$ cat config.mk
export PLATFORM = sky130hd
export DESIGN_NAME = switch_in
export DESIGN_NICKNAME = d
export VERILOG_FILES = /design/src/rtl/switch_in.sv
export SDC_FILE = /design/constraint.sdc
export NUM_CORES = 1
export LEC_CHECK = 0
export CAP_MARGIN = 10
export CORE_ASPECT_RATIO = 1.2
export CORE_MARGIN = 3
export CORE_UTILIZATION = 54
export DETAILED_ROUTE_END_ITERATION = 6
export DONT_BUFFER_PORTS = 1
export MAX_ROUTING_LAYER = met4
export PLACE_DENSITY_LB_ADDON = 0.2
export SLEW_MARGIN = 25
export SYNTH_ARGS = -nofsm -noshare
export SYNTH_HDL_FRONTEND = slang
export SYNTH_SLANG_ARGS = --single-unit
$ cat constraint.sdc
create_clock -name clock -period 1.1 [get_ports clock]
set_input_delay 0.22 -clock clock [delete_from_list [all_inputs] [get_ports clock]]
set_output_delay 0.22 -clock clock [all_outputs]
set_load 0.02 [all_outputs]
$ cat src/rtl/switch_in.sv
// Debounced 16-bit board switch input with IO read port.
// Ports: clock, rst (async active-low), sw_raw, swcs, swread,
// swaddr (00=data, 10=status), swrdata, sw_changed.
// Macro SWITCH_DEBOUNCE_EN enables the stability counter;
// when undefined the synchronized level is taken every edge.
module switch_in #(
  parameter int DEBOUNCE_CYCLES = 200000
) (
  input  logic        clock,
  input  logic        rst,
  input  logic [15:0] sw_raw,
  input  logic        swcs,
  input  logic        swread,
  input  logic [1:0]  swaddr,
  output logic [15:0] swrdata,
  output logic        sw_changed
);

  logic [15:0] sync1;
  logic [15:0] sync2;
  logic [15:0] deb;
  logic [15:0] deb_nxt;
  logic        load;
  logic        data_rd;
  logic        stat_rd;

  assign data_rd = swcs & swread
                 & (swaddr == 2'b00);
  assign stat_rd = swcs & swread
                 & (swaddr == 2'b10);

  always_ff @(posedge clock or negedge rst) begin
    if (!rst) begin
      sync1 <= '0;
      sync2 <= '0;
    end else begin
      sync1 <= sw_raw;
      sync2 <= sync1;
    end
  end

`ifdef SWITCH_DEBOUNCE_EN
  localparam int CNT_W =
    $clog2(DEBOUNCE_CYCLES);
  localparam logic [CNT_W-1:0] CNT_MAX =
    CNT_W'(DEBOUNCE_CYCLES - 1);

  logic [15:0]      cand;
  logic [CNT_W-1:0] cnt;

  // Any difference restarts the window;
  // the count parks at CNT_MAX once stable.
  always_ff @(posedge clock or negedge rst) begin
    if (!rst) begin
      cand <= '0;
      cnt  <= '0;
    end else if (sync2 != cand) begin
      cand <= sync2;
      cnt  <= '0;
    end else if (cnt != CNT_MAX) begin
      cnt <= cnt + CNT_W'(1);
    end
  end

  assign load    = (cnt == CNT_MAX)
                 & (cand != deb);
  assign deb_nxt = cand;
`else
  assign load    = (sync2 != deb);
  assign deb_nxt = sync2;
`endif

  always_ff @(posedge clock or negedge rst) begin
    if (!rst) begin
      deb <= '0;
    end else if (load) begin
      deb <= deb_nxt;
    end
  end

  // A new acceptance outranks the
  // clear from a coincident data read.
  always_ff @(posedge clock or negedge rst) begin
    if (!rst) begin
      sw_changed <= 1'b0;
    end else if (load) begin
      sw_changed <= 1'b1;
    end else if (data_rd) begin
      sw_changed <= 1'b0;
    end
  end

  always_comb begin
    swrdata = 16'h0000;
    unique case (1'b1)
      data_rd: swrdata = deb;
      stat_rd: swrdata = {15'b0, sw_changed};
      default: swrdata = 16'h0000;
    endcase
  end

endmodule

# After elaboration in Yosys (flattened, before gate mapping)

Cells that the tools add are included.

Register bits: 49
Input port bits: 22
Output and inout bits: 17
Logic and storage cells: 14

Equality and inequality tests: 2
Muxes and demuxes: 3
Bitwise operators: 3
Reduce and logical (&&, ||, !) cells: 2

Operators with widths:

| kind                                        | count |
|---|---|
| 16-bit case mux with 2 select lines         | 1 |
| 16-bit != test                              | 1 |
| 1-bit bitwise AND                           | 3 |
| 2-bit equality test (second input constant) | 1 |
| 2-bit logical NOT                           | 1 |
| 1-bit 2-to-1 mux                            | 2 |
| 2-bit nonzero test                          | 1 |

# Depth between registers and ports, before layout

Word-level depth: 4
Mapped depth: 4
Gate-level depth less buffers: 4

# Worst setup path after synthesis

Ideal clock, no wire load.

Path kind: input-to-output
From: in swaddr[0]
To: out swrdata[11]
Data arrival time: 874 ps
Data required time: 880 ps
Setup slack: 6 ps
Stages on the path: 4
Path buffers: 1
Path through: nand3b_4 -> nor2_2 -> buf_4 -> and2_1

Word-level cells in the longest chain between the ends: 3
Elaborated cells on any way between the ends: 5
Classes of those cells: eq/ne: 1; mux: 1; bitwise: 2; reduce/logical: 1

RTL lines:

| element                                                  | RTL line | source |
|---|---|---|
| start, declared                                          | 14       | `input logic [1:0] swaddr,` |
| 2-bit equality test or 2-bit logical NOT (tied branches) | 30, 28   |  |
| 1-bit bitwise AND (on tied branches)                     | 30, 28   |  |
| 16-bit case mux with 2 select lines (*)                  | 95       | `unique case (1'b1)` |
| end, declared                                            | 15       | `output logic [15:0] swrdata,` |

Mark *: on every way between the ends. The rest lies on a longest branch, timed or not.

# Final worst setup path

From: reg deb[0]
To: out swrdata[0]

Word-level cells in the longest chain between the ends: 1

RTL lines:

| element                             | RTL line | source |
|---|---|---|
| start, declared                     | 21       | `logic [15:0] deb;` |
| start signal, assigned              | 77       | `deb <= deb_nxt;` |
| 16-bit case mux with 2 select lines | 95       |  |

Every way passes these cells.

==> out/qor.yml <==
placed_design:
  post_dp_cell_area_um2: 1620
  place_hpwl_um: 1490
  gp_congestion: 0.722
  post-place-cells: 130
  port_buffers: 0
  pre_cts_slack_ns: -0.106
critical_path:
  crit-reg2reg-capture: "sw_changed$_DFFE_PN0P_"
  cp.required_ns: 0.88
  timing.rr.start: "deb[13]$_DFFE_PN0P_"
  cp.arrival_ns: 1.18
  cp-end-kind: "output pin"
  criticalPathCategory: "reg -> out"
  crit_fanout: 2
  cpMaxStageDelayCell: "dfrtp_1"
  critPathMostFrequentCell: "buf_4"
  r2r_slack_ns: -0.09
  setup.worst_path.start_class: "register"
  r2r_cells: 5
  slowest_delay_ns: 0.40
  crit_chain: "buf_4 > mux2i_1 > nor2_1 > buf_4"
run:
  drv_cap: 0
floorplan:
  ioPinCount: 39
  rows: 21
  core-area_um2: 2810
  dieArea_um2: 3670
  die_h_um: 65.8
  dieWidth_um: 55.8
  initial_core_util: 0.572
outcome:
  outcome: "complete, but fails checks"
  violations: "negative hold slack, negative setup slack"
route:
  vias: 756
  drt_iter0_drc: 5
  ant_nets: 0
  dr.pass1.iters: 3
  wl_um: 2240
  drc: 0
  post_drt_wl_per_cell_um: 14.3
  vias_per_cell: 4.82
power_and_ir_drop:
  max-vdd-ir-drop_mv: 1.40
  p_sw_frac: 0.202
  p_leak_nw: 0.858
  p_sw_mw: 0.586
  clockPowerShare: 0.270
  p_int_mw: 2.31
  combPwrFrac: 0.061
  seqPwrFrac: 0.669
  power.density_nw_per_um2: 1500
timing:
  hold_viol: 49
  whs_ns: -0.450
  maxSlewHeadroom: 0.850
  fin_crit_sh: 1.27
  tightest_slew_ns: 0.222
  fmax_mhz: 715
  setup_viol: 18
  setup_tns_ns: -0.880
  rsz0062_at_grt: "yes"
  drv_slew: 0
  worst_slack_ns: -0.298
  fin_crit_ns: 1.40
  skew_ns: 0.00969
clock_network:
  cts-hold-fix-buffers: 16
  htree_levels: 2
  cts.root.buffer_cell: "clkbuf_4"
  clockBufferDepth: 2
  cts_tree: "yes"
  clk_pin_slew_ns: 0.13
  clk_latency_ns: 0.34
  cts_buffers: 5
  cts.sinks: 49
global_routing:
  grt_max_degree: 50
  grt_pass1_wl_um: 3750
  grt_antenna_before_repair: 0
  grt_overflow: 0
  grt_pass1_vias: 792
  grt_use_total: 0.145
synth:
  postSynthAreaPerCell_um2: 14.9
  synth_nets: 130
  netlist_instances: 108
  yosys_warnings: 0
  synthDistinctLibCells: 14
  synth_area_um2: 1610
  ys_ff_latch: 49
  ys_seq_area_frac: 0.762
hold_path:
  hold_path_class: "in -> async"
final_layout:
  n_antenna_cell: 0
  finalNetCount: 145
  stdcell_count: 157
  fin_area_um2: 1930
  layout-drive-gt1-share: 0.285
  areaGrowthSynthToFinish_pct: 19.9
## cell families after synthesis
family | after synthesis | share of synthesized area
flops | 49 | 0.762
simple gates | 24 | 0.0995
buf+inv | 17 | 0.0420
xor+xnor | 16 | 0.0871
compound gates | 1 | 0.00311
mux | 1 | 0.00622
## worst max-delay path, delay by kind of cell, from the launching register on
kind	cells	cell delay, ns
flops	1	0.40
simple gates	1	0.05
buf+inv	2	0.28
mux	1	0.11
## power groups by stage
| stage | clock (mW) | combinational, mW | sequential [mW] |
|---|---|---|---|
| CTS | 0.819 | 0.168 | 1.94 |
| global route | 0.895 | 0.187 | 1.95 |
| floorplan | 0 | 0.100 | 1.96 |
| finish | 0.782 | 0.175 | 1.94 |
| detailed placement | 0 | 0.102 | 1.97 |
| global placement | 0 | 0.100 | 1.97 |
## flip-flops by register name, indices dropped and copies added (netlist names)
name,count
sw_changed,1
sync1,16
deb_nxt,16
deb,16
## cells in the final DEF, fill, tap and decap left out, drive strengths merged
cell type,n
clkbuf,7
buf,9
mux2i,1
nand3b,1
dfrtp,49
nor2,2
dlygate4sd3,16
nor4,1
o21ai,1
nand4,4
xnor2,16
and2,15
nand2,1
## metrics by stage
stage | power [mW] | util
final | 2.90 | 0.686
after floorplan | 2.06 | -
after global routing | 3.04 | 0.686
after global placement | 2.07 | 0.577
after detailed placement | 2.08 | 0.577
after CTS | 2.92 | 0.678
## worst max path at each step
stage | start | endpoint | slack [ns] | cells past startpoint
floorplan | swaddr[0] | swrdata[11] | 0.006 | 4
global placement | deb[4]$_DFFE_PN0P_ | sw_changed$_DFFE_PN0P_ | -0.07 | 4
detailed placement | deb[4]$_DFFE_PN0P_ | sw_changed$_DFFE_PN0P_ | -0.11 | 4
CTS | deb[0]$_DFFE_PN0P_ | swrdata[0] | -0.32 | 4
global route | deb[0]$_DFFE_PN0P_ | swrdata[0] | -0.39 | 4
finish | deb[0]$_DFFE_PN0P_ | swrdata[0] | -0.30 | 4
## metal layers
| layer | vias to the layer above | GRT usage | wire length, µm |
|---|---|---|---|
| li1 | 360 | - | - |
| met1 | 366 | 0.168 | 928 |
| met3 | 2 | 0.0645 | 144 |
| met5 | - | - | 0 |
| met4 | 0 | 0.0623 | 16 |
| met2 | 28 | 0.222 | 1150 |
## Yosys cell counts
library cell   n  area (µm²)
dfrtp_1       49        1230
and2_2         1        7.51
nand2_1        1        3.75
nor2_1         1        3.75
nor2_2         1        6.26
nor4_1         1        6.26
nand4_1        4        25.0
o21ai_0        1        5.00
buf_4          1        7.51
clkbuf_1      16        60.1
and2_1        14        87.6
nand3b_4       1        20.0
mux2i_1        1        10.0
xnor2_1       16         140
## layout make-up
cell class / instances / area [µm²]
fill: 171 / 882
sequential: 49 / 1230
multi-input combinational: 42 / 374
tap: 34 / 42.5
timing repair buffer: 25 / 231
clock buffer: 7 / 55.1
## what timing repair did
item	CTS	global route
resized for setup	30	3
hold endpoints to repair	65	49
pin swaps	4	0
setup endpoints to repair	18	18
gates cloned	0	0
buffers inserted	4	0
Note: power is estimated with default switching activity, not from simulation.
